`src/rtl/pe_seq_pkg.sv`:
```
`default_nettype none
// ============================================================================
//  Module  : pe_seq_pkg
//  Purpose : Shared state encoding and width helper for the PE layer
//            sequencer and its coordinate counters.
//  Revision: 1.0  initial release
// ============================================================================
package pe_seq_pkg;

  localparam logic [1:0] ST_IDLE  = 2'd0;
  localparam logic [1:0] ST_RUN   = 2'd1;
  localparam logic [1:0] ST_DRAIN = 2'd2;
  localparam logic [1:0] ST_DONE  = 2'd3;

  // Bits needed to hold values 0..n-1, never less than one bit.
  function automatic int clog2_min1(input int n);
    return (n <= 2) ? 1 : $clog2(n);
  endfunction

endpackage
`default_nettype wire

```
`src/rtl/pe_seq_coord_cnt.sv`:
```
`default_nettype none
// ============================================================================
//  Module  : pe_seq_coord_cnt
//  Purpose : Raster-order row/column counter. Column advances on inc and
//            wraps into the next row; the last position wraps to (0,0).
//  Revision: 1.0  initial release
// ============================================================================
module pe_seq_coord_cnt
  import pe_seq_pkg::*;
#(
  parameter int H = 1,
  parameter int W = 1
) (
  input  logic                       clk,
  input  logic                       rst,
  input  logic                       clr,
  input  logic                       inc,
  output logic [clog2_min1(H)-1:0]   row,
  output logic [clog2_min1(W)-1:0]   col,
  output logic                       last
);

  localparam int RW = clog2_min1(H);
  localparam int CW = clog2_min1(W);
  localparam logic [RW-1:0] ROW_MAX = RW'(H - 1);
  localparam logic [CW-1:0] COL_MAX = CW'(W - 1);

  logic [RW-1:0] row_q, row_d;
  logic [CW-1:0] col_q, col_d;

  // Next position: clear wins over increment; wrap column then row.
  always_comb begin
    row_d = row_q;
    col_d = col_q;
    if (clr) begin
      row_d = '0;
      col_d = '0;
    end else if (inc) begin
      if (col_q == COL_MAX) begin
        col_d = '0;
        row_d = (row_q == ROW_MAX) ? '0 : row_q + 1'b1;
      end else begin
        col_d = col_q + 1'b1;
      end
    end
  end

  // Position registers.
  always_ff @(posedge clk) begin
    if (rst) begin
      row_q <= '0;
      col_q <= '0;
    end else begin
      row_q <= row_d;
      col_q <= col_d;
    end
  end

  assign row  = row_q;
  assign col  = col_q;
  assign last = (row_q == ROW_MAX) && (col_q == COL_MAX);

endmodule
`default_nettype wire

```
`src/rtl/pe_layer_sequencer.sv`:
```
`default_nettype none
// ============================================================================
//  Module  : pe_layer_sequencer
//  Purpose : Walks every output pixel of one conv layer in raster order,
//            hands windows to a single PE with a bounded number in flight,
//            tags returning results with their coordinates and pulses done
//            once the last result is back.
//  Revision: 1.0  initial release
// ============================================================================
module pe_layer_sequencer
  import pe_seq_pkg::*;
#(
  parameter int OUT_HEIGHT   = 32,
  parameter int OUT_WIDTH    = 64,
  parameter int MAX_INFLIGHT = 2
) (
  input  logic                                clk,
  input  logic                                rst,
  input  logic                                start,
  input  logic                                abort,
  output logic                                busy,
  output logic                                done,
  output logic                                err,
  input  logic                                win_valid,
  output logic                                win_ready,
  output logic                                pe_i_valid,
  input  logic                                pe_ready,
  input  logic                                pe_ack,
  input  logic                                pe_o_valid,
  output logic [clog2_min1(OUT_HEIGHT)-1:0]   iss_row,
  output logic [clog2_min1(OUT_WIDTH)-1:0]    iss_col,
  output logic [clog2_min1(OUT_HEIGHT)-1:0]   res_row,
  output logic [clog2_min1(OUT_WIDTH)-1:0]    res_col
);

  localparam int TOTAL = OUT_HEIGHT * OUT_WIDTH;
  localparam int CNTW  = clog2_min1(TOTAL + 1);
  localparam int IFW   = clog2_min1(MAX_INFLIGHT + 1);
  localparam logic [CNTW-1:0] TOTAL_C = CNTW'(TOTAL);
  localparam logic [IFW-1:0]  MAX_C   = IFW'(MAX_INFLIGHT);

  logic [1:0]      state_q, state_d;
  logic [CNTW-1:0] iss_cnt_q, iss_cnt_d;
  logic [CNTW-1:0] res_cnt_q, res_cnt_d;
  logic [IFW-1:0]  inflight_q, inflight_d;
  logic            pe_i_valid_q, pe_i_valid_d;
  logic            err_q, err_d;

  logic start_acc;   // start honoured this cycle
  logic ack_acc;     // window handed to the PE this cycle
  logic res_act;     // states in which results are counted
  logic res_fire;    // a legitimate result is counted this cycle
  logic stray;       // result with nothing outstanding
  logic clr;         // return all counters to zero
  logic iss_last;
  logic res_last;

  assign start_acc = (state_q == ST_IDLE) && start && !abort;
  assign ack_acc   = pe_i_valid_q && pe_ack;
  assign res_act   = (state_q == ST_RUN) || (state_q == ST_DRAIN);
  assign res_fire  = pe_o_valid && res_act && (inflight_q != '0) && (res_cnt_q != TOTAL_C);
  assign stray     = pe_o_valid && ((state_q == ST_IDLE) || (inflight_q == '0));
  // Leaving DONE also zeroes the counters so IDLE always starts clean.
  assign clr       = abort || start_acc || (state_q == ST_DONE);

  // Next state; abort overrides every transition. A final result seen in
  // RUN goes straight to DONE.
  always_comb begin
    state_d = state_q;
    case (state_q)
      ST_IDLE:  if (start_acc) state_d = ST_RUN;
      ST_RUN: begin
        if (res_fire && res_last)     state_d = ST_DONE;
        else if (ack_acc && iss_last) state_d = ST_DRAIN;
      end
      ST_DRAIN: if (res_fire && res_last) state_d = ST_DONE;
      ST_DONE:  state_d = ST_IDLE;
      default:  state_d = ST_IDLE;
    endcase
    if (abort) state_d = ST_IDLE;
  end

  // Issue/result/in-flight counters; simultaneous ack and result cancel out.
  always_comb begin
    iss_cnt_d  = iss_cnt_q;
    res_cnt_d  = res_cnt_q;
    inflight_d = inflight_q;
    if (clr) begin
      iss_cnt_d  = '0;
      res_cnt_d  = '0;
      inflight_d = '0;
    end else begin
      iss_cnt_d = iss_cnt_q + CNTW'(ack_acc);
      res_cnt_d = res_cnt_q + CNTW'(res_fire);
      case ({ack_acc, res_fire})
        2'b10:   inflight_d = inflight_q + 1'b1;
        2'b01:   inflight_d = inflight_q - 1'b1;
        default: inflight_d = inflight_q;
      endcase
    end
  end

  // Offer a window next cycle: hold an unacked offer, otherwise qualify a
  // new one against the post-update in-flight and issue counts so the cap
  // is never exceeded even with back-to-back acks.
  always_comb begin
    pe_i_valid_d = 1'b0;
    if (state_d == ST_RUN) begin
      pe_i_valid_d = (pe_i_valid_q && !pe_ack) ||
                     (win_valid && pe_ready && (inflight_d < MAX_C) &&
                      (iss_cnt_d != TOTAL_C));
    end
  end

  // Sticky error flag; an accepted start begins a clean layer.
  always_comb begin
    err_d = err_q;
    if (start_acc)  err_d = 1'b0;
    else if (stray) err_d = 1'b1;
  end

  // State and control registers.
  always_ff @(posedge clk) begin
    if (rst) begin
      state_q      <= ST_IDLE;
      iss_cnt_q    <= '0;
      res_cnt_q    <= '0;
      inflight_q   <= '0;
      pe_i_valid_q <= 1'b0;
      err_q        <= 1'b0;
    end else begin
      state_q      <= state_d;
      iss_cnt_q    <= iss_cnt_d;
      res_cnt_q    <= res_cnt_d;
      inflight_q   <= inflight_d;
      pe_i_valid_q <= pe_i_valid_d;
      err_q        <= err_d;
    end
  end

  pe_seq_coord_cnt #(.H(OUT_HEIGHT), .W(OUT_WIDTH)) u_iss_coord (
    .clk  (clk),
    .rst  (rst),
    .clr  (clr),
    .inc  (ack_acc),
    .row  (iss_row),
    .col  (iss_col),
    .last (iss_last)
  );

  pe_seq_coord_cnt #(.H(OUT_HEIGHT), .W(OUT_WIDTH)) u_res_coord (
    .clk  (clk),
    .rst  (rst),
    .clr  (clr),
    .inc  (res_fire),
    .row  (res_row),
    .col  (res_col),
    .last (res_last)
  );

  assign busy       = (state_q != ST_IDLE);
  assign done       = (state_q == ST_DONE);
  assign err        = err_q;
  assign pe_i_valid = pe_i_valid_q;
  assign win_ready  = ack_acc;

endmodule
`default_nettype wire

```
`config.mk`:
```
export PLATFORM = sky130hd
export DESIGN_NAME = pe_layer_sequencer
export DESIGN_NICKNAME = d
export VERILOG_FILES = /design/src/rtl/pe_seq_pkg.sv /design/src/rtl/pe_seq_coord_cnt.sv /design/src/rtl/pe_layer_sequencer.sv
export SDC_FILE = /design/constraint.sdc
export NUM_CORES = 1
export LEC_CHECK = 0
export ABC_AREA = 1
export CORE_AREA = 2 2 128 80
export CTS_CLUSTER_SIZE = 25
export DETAILED_ROUTE_END_ITERATION = 16
export DIE_AREA = 0 0 130 82
export GPL_TIMING_DRIVEN = 0
export PLACE_DENSITY = 0.55
export SYNTH_ARGS = -nofsm -noshare
export SYNTH_HDL_FRONTEND = slang
export SYNTH_SLANG_ARGS = --single-unit
export TNS_END_PERCENT = 5
```
`constraint.sdc`:
```
create_clock -name clk -period 3.2 [get_ports clk]
set_input_delay 0.48 -clock clk [delete_from_list [all_inputs] [get_ports clk]]
set_output_delay 0.48 -clock clk [all_outputs]
set_load 0.03 [all_outputs]
```
# Word-level counts from Yosys, hierarchy flattened
# Index checks and enable logic that the tools add are counted.
# op_classes
n_bitwise	1
reduce_logical	31
n_mux	13
order_cmp	1
eq_ne	12
n_addsub	8
# op_table
operator	count
12-bit by 1-bit adder with 12-bit output	2
12-bit != test (second input constant)	2
1-bit logical AND	15
6-bit by 1-bit adder with 6-bit output (second input constant)	2
6-bit == test (second input constant)	2
12-bit two-way mux	1
2-bit two-way mux	6
6-bit two-way mux	2
5-bit by 1-bit adder with 5-bit output (second input constant)	2
5-bit == test (second input constant)	2
5-bit two-way mux	2
2-bit one-hot mux with 4 select lines	1
2-bit by 1-bit == test with 1-bit output (second input constant)	3
2-bit == test (second input constant)	3
2-bit OR reduction	3
1-bit logical OR	5
2-bit logical NOT	2
2-bit one-hot mux with 2 select lines	1
2-bit AND reduction	2
2-bit nonzero test	2
2-bit by 1-bit adder with 2-bit output (second input constant)	1
1-bit logical NOT	2
2-bit less-than comparator (second input constant)	1
2-bit by 1-bit subtractor with 2-bit output (second input constant)	1
1-bit inverter	1
# word_totals
out_inout_bits	27
regBits	52
input_bits	8
word_cells	76

# Logic depth before layout (Yosys ltp)
# Gate-level depths: netlist of the first run.
# depth
word_depth	12
depth_mapped	17
ltp_nobuf	17

# By module
# A second synthesis of the first run with hierarchy kept.
# unflattened
cells_unflattened	416
area_unflattened_um2	2951.6
# modules_own_cells
mod	seq_area_each_um2	n_inst	area_per_inst_um2	cells_per_inst
pe_layer_sequencer	600.6	1	1730.4	252
pe_seq_coord_cnt	220.2	2	610.6	82

# Worst setup path after synthesis of the first run
# OpenSTA, ideal clock, no wires.
# synth_path
path_kind	register to register
startpoint	register state_q[0]
endpoint	register res_cnt_q[10]
path_buffers	0
setup_slack_ns	0.833
t_arrival_ns	2.247
stages_incl_launch_ff	18
required_ns	3.081
setup_ns	0.119
synth_period_minus_slack_ns	2.367
cell_sequence	dfxtp_1 > inv_1 > ha_1 > nand2_1 > nor2_4 > nand2_8 > inv_6 > ha_1 > ha_1 > nand2_1 > nor2_1 > nand2_1 > nor2_1 > nand2_1 > nor2_1 > nand2_1 > o21ai_0 > a21oi_1
# synth_between
elab_chain_len	6
elab_cells_between_ends	14
# synth_lines
element	line	source
start: declaration	pe_layer_sequencer.sv:42	logic [1:0] state_q, state_d;
start signal: assignment	pe_layer_sequencer.sv:132	state_q <= state_d;
2-bit by 1-bit == test with 1-bit output or 2-bit == test (tied branches)	pe_layer_sequencer.sv:60	assign res_act = (state_q == ST_RUN) || (state_q == ST_DRAIN);
1-bit logical OR *	pe_layer_sequencer.sv:60	
1-bit logical AND * (3 in a row)	pe_layer_sequencer.sv:61	assign res_fire = pe_o_valid && res_act && (inflight_q != '0) && (res_cnt_q != TOTAL_C);
via res_fire	pe_layer_sequencer.sv:52	logic res_fire;
12-bit by 1-bit adder with 12-bit output *	pe_layer_sequencer.sv:94	res_cnt_d = res_cnt_q + CNTW'(res_fire);
end signal: assignment	pe_layer_sequencer.sv:134	res_cnt_q <= res_cnt_d;
end: declaration	pe_layer_sequencer.sv:44	logic [CNTW-1:0] res_cnt_q, res_cnt_d;
# The timed path passes the listed nets; every way through them passes the cells marked *.
# A chain may end at the register's enable or synchronous reset.

# Final worst setup path of the first run
# layout_path
startpoint	register state_q[1]
endpoint	register res_cnt_q[10]
# The elaborated chain is that of the path after synthesis.

==> flow_summary.ini, run 1 <==
[critical_path]
critical-path-top-delay-family = simple AND/OR/NAND/NOR gates
timing.critical_path.cells = inv_1 > ha_1 > nand2_1 > nor2_4 > nand2_8 > inv_6 > ha_1 > ha_1 > nand2_1 > nor2_1 > nand2_1 > nor2_1 > nand2_1 > nor2_1 > nand2_1 > o21ai_0 > a21oi_1
worstPathRequired_ps = 3390
setup.worst_path.start_class = flip-flop
timing.critical_path.to_type = flip-flop
path_common_cell = nand2_1
critical_path.max_stage_delay_ps = 410
cp_max_fo = 10
setup.worst_path.class = reg -> reg
crit_path_buf_inv_count = 2
cp.arrival_ps = 2910
critical-path-slowest-cell = dfxtp_1

[sta]
setup_viol = 0
fmaxAchievable_mhz = 366.7
worstMarginPinSlew_ps = 519.7
final-max-slew-violation-count = 0
final.period_utilization = 0.8522
period_needed_ps = 2727
clock_skew_ps = 5.796
setup_total_negative_slack_ps = 0
hold_ws_ps = 469.3
relSlewSlack = 0.6535
finalHoldViolations = 0
grt_setup_unrepaired = false

[synthesis]
post-synth-top-area-cell = dfxtp_1
synth.cell_area_sq_um = 2780
synth_commonest_cells = 78 x nand2_1, 61 x nor2_1, 52 x dfxtp_1
synth.net_count = 412
synth.top_cells.by_area = dfxtp_1 37%, nand2_1 11%, nor2_1 8.2%
gate_count_post_synth = 389
synth_async_sr_flop_share = 0
synth_cell_type_count = 38
yosys.cell_count.top_type = nand2_1
seq_area_frac_synth = 0.3744
ys_ff_latch = 52
synth_edf_count = 0
yosysTopAreaCellShare = 0.3744
post_synthesis_area_per_instance_sq_um = 7.147
yosys_warnings = 0
synth_top_flop_cell = dfxtp_1

[grt]
number_of_antenna_violations_at_the_first_check_in_global_routing = 0
grt_start_max_net_pins = 16
grt.overflow.total = 0
gr-usage-all-layers = 0.1323
grt_pass1_vias = 2324
grt_first_pass_wirelength_microns = 10980

[clocking]
clk-insertion-delay-late_ps = 300
tritoncts = yes
cts_htree_levels = 2
cts_resized = 0
clock_sink_total = 52
clk_pin_slew_worst_paths_ps = 70
cts_setup_buffers = 0
cts_root_buf = clkbuf_16
holdBufCountCts = 0
tritoncts.num_buffers = 5
max-clock-path-buffers = 2

[place]
port_buffers = 34
numPlacedInstances = 558
place_hpwl_microns = 4912
finalWeightedCongestion = 0.9000

[outcome]
run_status = finished, final reports clean

[die]
fp.dieW_microns = 130
floorplan.core_area_sq_um = 9564
height_of_the_die_microns = 82
floorplan.io_pins = 35
num_rows = 28
initial_utilization = 0.2907
die-area_sq_um = 10660

[drt]
route.detailed.drc = 0
final_antenna_net_count = 0
routed-via-count = 2514
vias_per_cell = 4.442
totalWireLength_microns = 6397
drtPass1Iterations = 7
avgRoutedWirePerCell_microns = 11.30
detailedRoute.firstIterationViolations = 132

[finish]
fill_cells = 1019
area_delta_synth_final_pct = 24.21
antenna_cells_inserted = 0
drive_above_1_share = 0.08353
finish.cell_count_without_fillers = 566
nets = 453

[job]
max_cap_viol_count = 0

[power]
ir_worst_vdd_mv = 0.1876
powerDensity_nw_per_um2 = 385.8
cellLeakagePower_nw = 1.294

[hold_path]
min-delay-path-class = reg -> reg
-- routing by layer --
| layer | share of wire | GRT usage | vias to the layer above |
|---|---|---|---|
| met4 | 0.011 | 0.03548 | 0 |
| met1 | 0.55 | 0.1936 | 1130 |
| li1 | - | - | 1330 |
| met3 | 0.047 | 0.03648 | 8 |
| met2 | 0.39 | 0.1885 | 46 |
| met5 | 0 | 0 | - |
-- path summary, 6_finish.rpt --
path / start / endpoint / slack, ps / depth (start not counted)
worst min-delay path: res_cnt_q[9]$_SDFF_PP0_ / res_cnt_q[9]$_SDFF_PP0_ / 470 / 2
worst max-delay path: state_q[1]$_SDFF_PP0_ / res_cnt_q[10]$_SDFF_PP0_ / 470 / 17
worst max register to register: state_q[1]$_SDFF_PP0_ / res_cnt_q[10]$_SDFF_PP0_ / 470 / 17
worst min register to register: res_cnt_q[9]$_SDFF_PP0_ / res_cnt_q[9]$_SDFF_PP0_ / 470 / 2
-- tightest hold or removal path: cells and delay by family, from the launching register on --
family,cells,cell delay [ps]
buf+inv,1,60
flops,1,310
compound gates,1,60
-- placed cells by master (no fill, tap or decap), types with 2 or more instances in the layout --
cell,netlist,final
nand3_1,25,25
o21bai_1,2,2
inv_2,2,2
nand2_2,3,3
xor2_1,4,4
nor2_1,61,61
nand2_1,78,78
dfxtp_1,52,52
o21a_1,2,2
nand2_4,2,2
a21oi_2,3,3
nor2_2,6,6
nor3_1,17,17
clkbuf_1,3,4
a211oi_1,2,2
nand4_1,6,6
clkbuf_16,0,5
a31oi_1,2,2
xnor2_1,2,2
inv_6,2,2
a21oi_1,16,16
nor3b_1,5,5
and2_1,2,2
ha_1,15,15
nor2_4,4,4
o21ai_0,11,11
clkdlybuf4s50_1,0,34
o21ai_1,2,2
inv_1,49,49
-- where the power goes --
group | switching [mW] | internal, mW
logic | 0.0441 | 0.0254
registers | 0.00237 | 0.649
clock network | 0.242 | 0.368
-- flip-flops by register name, summed over array words and instances (netlist names) --
signal,count
iss_cnt_q,12
res_cnt_q,12
u_iss_coord.col,6
u_res_coord.col,6
u_iss_coord.row,5
u_res_coord.row,5
inflight_q,2
state_q,2
err,1
pe_i_valid,1
-- per-stage QoR --
stage	util	power, mW	area, sq um	worst slack [ps]
floorplan	-	0.7075	2780	833.3
global placement	0.3439	0.7351	3289	302.4
detailed placement	0.3439	0.7362	3289	258.0
CTS	0.3611	1.356	3453	455.6
global route	0.3611	1.387	3453	154.9
finish	0.3611	1.332	3453	473.0
-- cell families after synthesis --
kind of cell,after synthesis,synth area share
buffers and inverters,58,0.08371
XOR/XNOR,6,0.01890
adder cells (fa/ha/maj),15,0.06751
AND/OR/NAND/NOR,217,0.3704
flip-flops,52,0.3744
AO/OA/AOI/OAI,41,0.08506
-- area by class of cell --
cell class | instances | area [sq um] | share of cell area
well taps | 135 | 168.9 | 0.04891
clock buffers | 6 | 128.9 | 0.03732
repair buffers | 34 | 340.3 | 0.09855
inverters | 53 | 209.0 | 0.06051
multi-input cells | 279 | 1506 | 0.4362
plain buffers | 5 | 23.77 | 0.006884
flip-flops and latches | 52 | 1041 | 0.3014
clock inverters | 2 | 35.03 | 0.01014
No activity file was read; power rests on OpenSTA's default activity.
==> run 2: changes to the inputs <==
--- a/config.mk
+++ b/config.mk
@@ -10,8 +10,10 @@
 export CTS_CLUSTER_SIZE = 25
 export DETAILED_ROUTE_END_ITERATION = 16
 export DIE_AREA = 0 0 130 82
+export DONT_BUFFER_PORTS = 1
 export GPL_TIMING_DRIVEN = 0
-export PLACE_DENSITY = 0.55
+export PLACE_DENSITY = 0.5
+export SETUP_SLACK_MARGIN = 0.05
 export SYNTH_ARGS = -nofsm -noshare
 export SYNTH_HDL_FRONTEND = slang
 export SYNTH_SLANG_ARGS = --single-unit
==> run 2 against run 1 <==
Clock skew grew 1.7 ps; critical path type unchanged; maximum frequency is 1.9% lower; highest routed layer unchanged; core utilization is 3.7 points lower; die area unchanged; largest power group unchanged; global-route usage decreased by 0.68 points; first-iteration DRC count is 17% lower; non-clock buffer count decreased by 34.
==> flow_summary.ini, run 2 (synthesis gave the netlist of run 1 again) <==
[sta]
setup_viol = 0
period_needed_ps = 2781
fmaxAchievable_mhz = 359.6
timing.final.ws_setup_ps = 418.9
grt_setup_unrepaired = false
worstMarginPinSlew_ps = 569.2
final.period_utilization = 0.8691
final-max-slew-violation-count = 0
clock_skew_ps = 7.538
relSlewSlack = 0.6201
setup_total_negative_slack_ps = 0
finalHoldViolations = 0

[clocking]
holdBufCountCts = 0
cts_htree_levels = 2
clk-insertion-delay-late_ps = 300
clk_pin_slew_worst_paths_ps = 70
tritoncts = yes
tritoncts.num_buffers = 5
cts_root_buf = clkbuf_16
max-clock-path-buffers = 2
cts_resized = 0
clock_sink_total = 52
cts_setup_buffers = 0

[critical_path]
r2r_slack_ps = 420
critical-path-slowest-cell = dfxtp_1
path_common_cell = nand2_1
timing.critical_path.cells = nand2_2 > inv_1 > ha_1 > nand2_1 > nor2_2 > nand2_1 > o21bai_1 > nand3_1 > nand2_1 > nor2_1 > nand2_1 > nand3_1 > a21oi_2
crit_path_buf_inv_count = 1
rr_endpoint = pe_i_valid$_SDFF_PP0_
worst_setup_path_endpoint = pe_i_valid$_SDFF_PP0_
setup.worst_path.class = reg -> reg
cp-startpoint = pe_i_valid$_SDFF_PP0_
reg2reg_depth = 13
critical_path.max_stage_delay_ps = 570
worstPathRequired_ps = 3440
cp.arrival_ps = 3020
timing.critical_path.to_type = flip-flop
worst_r2r_startpoint = pe_i_valid$_SDFF_PP0_
critical_path_depth = 13
critical-path-top-delay-family = simple AND/OR/NAND/NOR gates
setup.worst_path.start_class = flip-flop
cp_max_fo = 9

[die]
height_of_the_die_microns = 82
floorplan.io_pins = 35
die-area_sq_um = 10660
num_rows = 28
fp.dieW_microns = 130
floorplan.core_area_sq_um = 9564
initial_utilization = 0.2907

[drt]
avgRoutedWirePerCell_microns = 11.72
totalWireLength_microns = 6234
drtPass1Iterations = 5
route.detailed.drc = 0
vias_per_cell = 4.391
final_antenna_net_count = 0
routed-via-count = 2336
detailedRoute.firstIterationViolations = 110

[power]
switching_power_mw = 0.3014
power.sequential.fraction = 0.521
cell_internal_pwr_mw = 0.9562
powerDensity_nw_per_um2 = 406.1
cellLeakagePower_nw = 1.168
finalPower_mw = 1.258
clock_power_share = 0.439
netSwitchingFraction = 0.2397
ir_worst_vdd_mv = 0.2546
pwr-share-comb = 0.041

[hold_path]
min-delay-path-class = in -> reg

[place]
placed_area_sq_um = 2949
finalWeightedCongestion = 0.7878
pre_cts_slack_ps = 374.9
numPlacedInstances = 524
port_buffers = 0
place_hpwl_microns = 4822

[finish]
finish.cell_count_without_fillers = 532
area_delta_synth_final_pct = 11.39
antenna_cells_inserted = 0
drive_above_1_share = 0.09320
nets = 419
top_regs = iss_cnt_q x12, res_cnt_q x12
fill_cells = 1024
final_common_cell = nand2_1
mostFrequentLayoutCells = 78 x nand2_1, 61 x nor2_1, 52 x dfxtp_1
final_area_sq_um = 3097

[grt]
grt_first_pass_wirelength_microns = 10360
gr-usage-all-layers = 0.1255
grt.overflow.total = 0
grt_pass1_vias = 2106
grt_start_max_net_pins = 18
number_of_antenna_violations_at_the_first_check_in_global_routing = 0

[outcome]
run_status = finished, final reports clean

[job]
max_cap_viol_count = 0
run 2: cell types whose count changed in the layout (fill, tap and decap cells not counted), sizes merged:
cell	before	now
clkbuf	9	8
bufinv	1	0
clkdlybuf4s50	34	0
inv	53	54
clkinv	1	2
run 2: metrics by stage:
| stage | hold slack (ps) | utilization |
|---|---|---|
| 2_1_floorplan | 442.0 | - |
| 3_3_place_gp | 454.1 | 0.3083 |
| 3_5_place_dp | 459.0 | 0.3083 |
| 4_1_cts | 246.9 | 0.3238 |
| 5_1_grt | 243.0 | 0.3238 |
| 6_report | 253.2 | 0.3238 |
run 2: how the worst min path moves through the flow:
stage          cells past startpoint                  endpoint  slack [ps]                     from
6_report                           1          err$_SDFFE_PP0P_         250                      rst
3_3_place_gp                       2   res_cnt_q[9]$_SDFF_PP0_         450  res_cnt_q[9]$_SDFF_PP0_
2_1_floorplan                      2   res_cnt_q[9]$_SDFF_PP0_         440  res_cnt_q[9]$_SDFF_PP0_
3_5_place_dp                       2   res_cnt_q[9]$_SDFF_PP0_         460  res_cnt_q[9]$_SDFF_PP0_
4_1_cts                            1          err$_SDFFE_PP0P_         250                      rst
5_1_grt                            1  iss_cnt_q[11]$_SDFF_PP0_         240                      rst
run 2: power groups by stage:
stage	combinational (mW)	sequential (mW)	clock [mW]
final	0.0512	0.655	0.552
after global routing	0.0575	0.655	0.601
after CTS	0.0517	0.655	0.572
after detailed placement	0.0515	0.670	0
after global placement	0.0510	0.670	0
after floorplan	0.0387	0.669	0
run 2: worst register-to-register path: cells and delay by family, from the launching register on:
family	cells	cell delay [ps]
buf+inv	1	510
fa+ha+maj	1	360
simple gates	9	1040
flops	1	570
compound gates	2	250
run 2: area by class of cell:
| class | count | area [sq um] | share of cell area |
|---|---|---|---|
| well taps | 135 | 168.9 | 0.05455 |
| multi-input cells | 279 | 1506 | 0.4865 |
| clock buffers | 5 | 125.1 | 0.04040 |
| clock inverters | 3 | 22.52 | 0.007273 |
| plain buffers | 5 | 23.77 | 0.007677 |
| flip-flops and latches | 52 | 1041 | 0.3362 |
| inverters | 53 | 209.0 | 0.06747 |
run 2: routing by layer:
layer	track usage	vias up	share of wire
li1	-	1258	-
met1	0.1832	1032	0.57
met2	0.1702	40	0.37
met3	0.05081	6	0.060
met4	0.02581	0	0.0074
met5	0	-	0
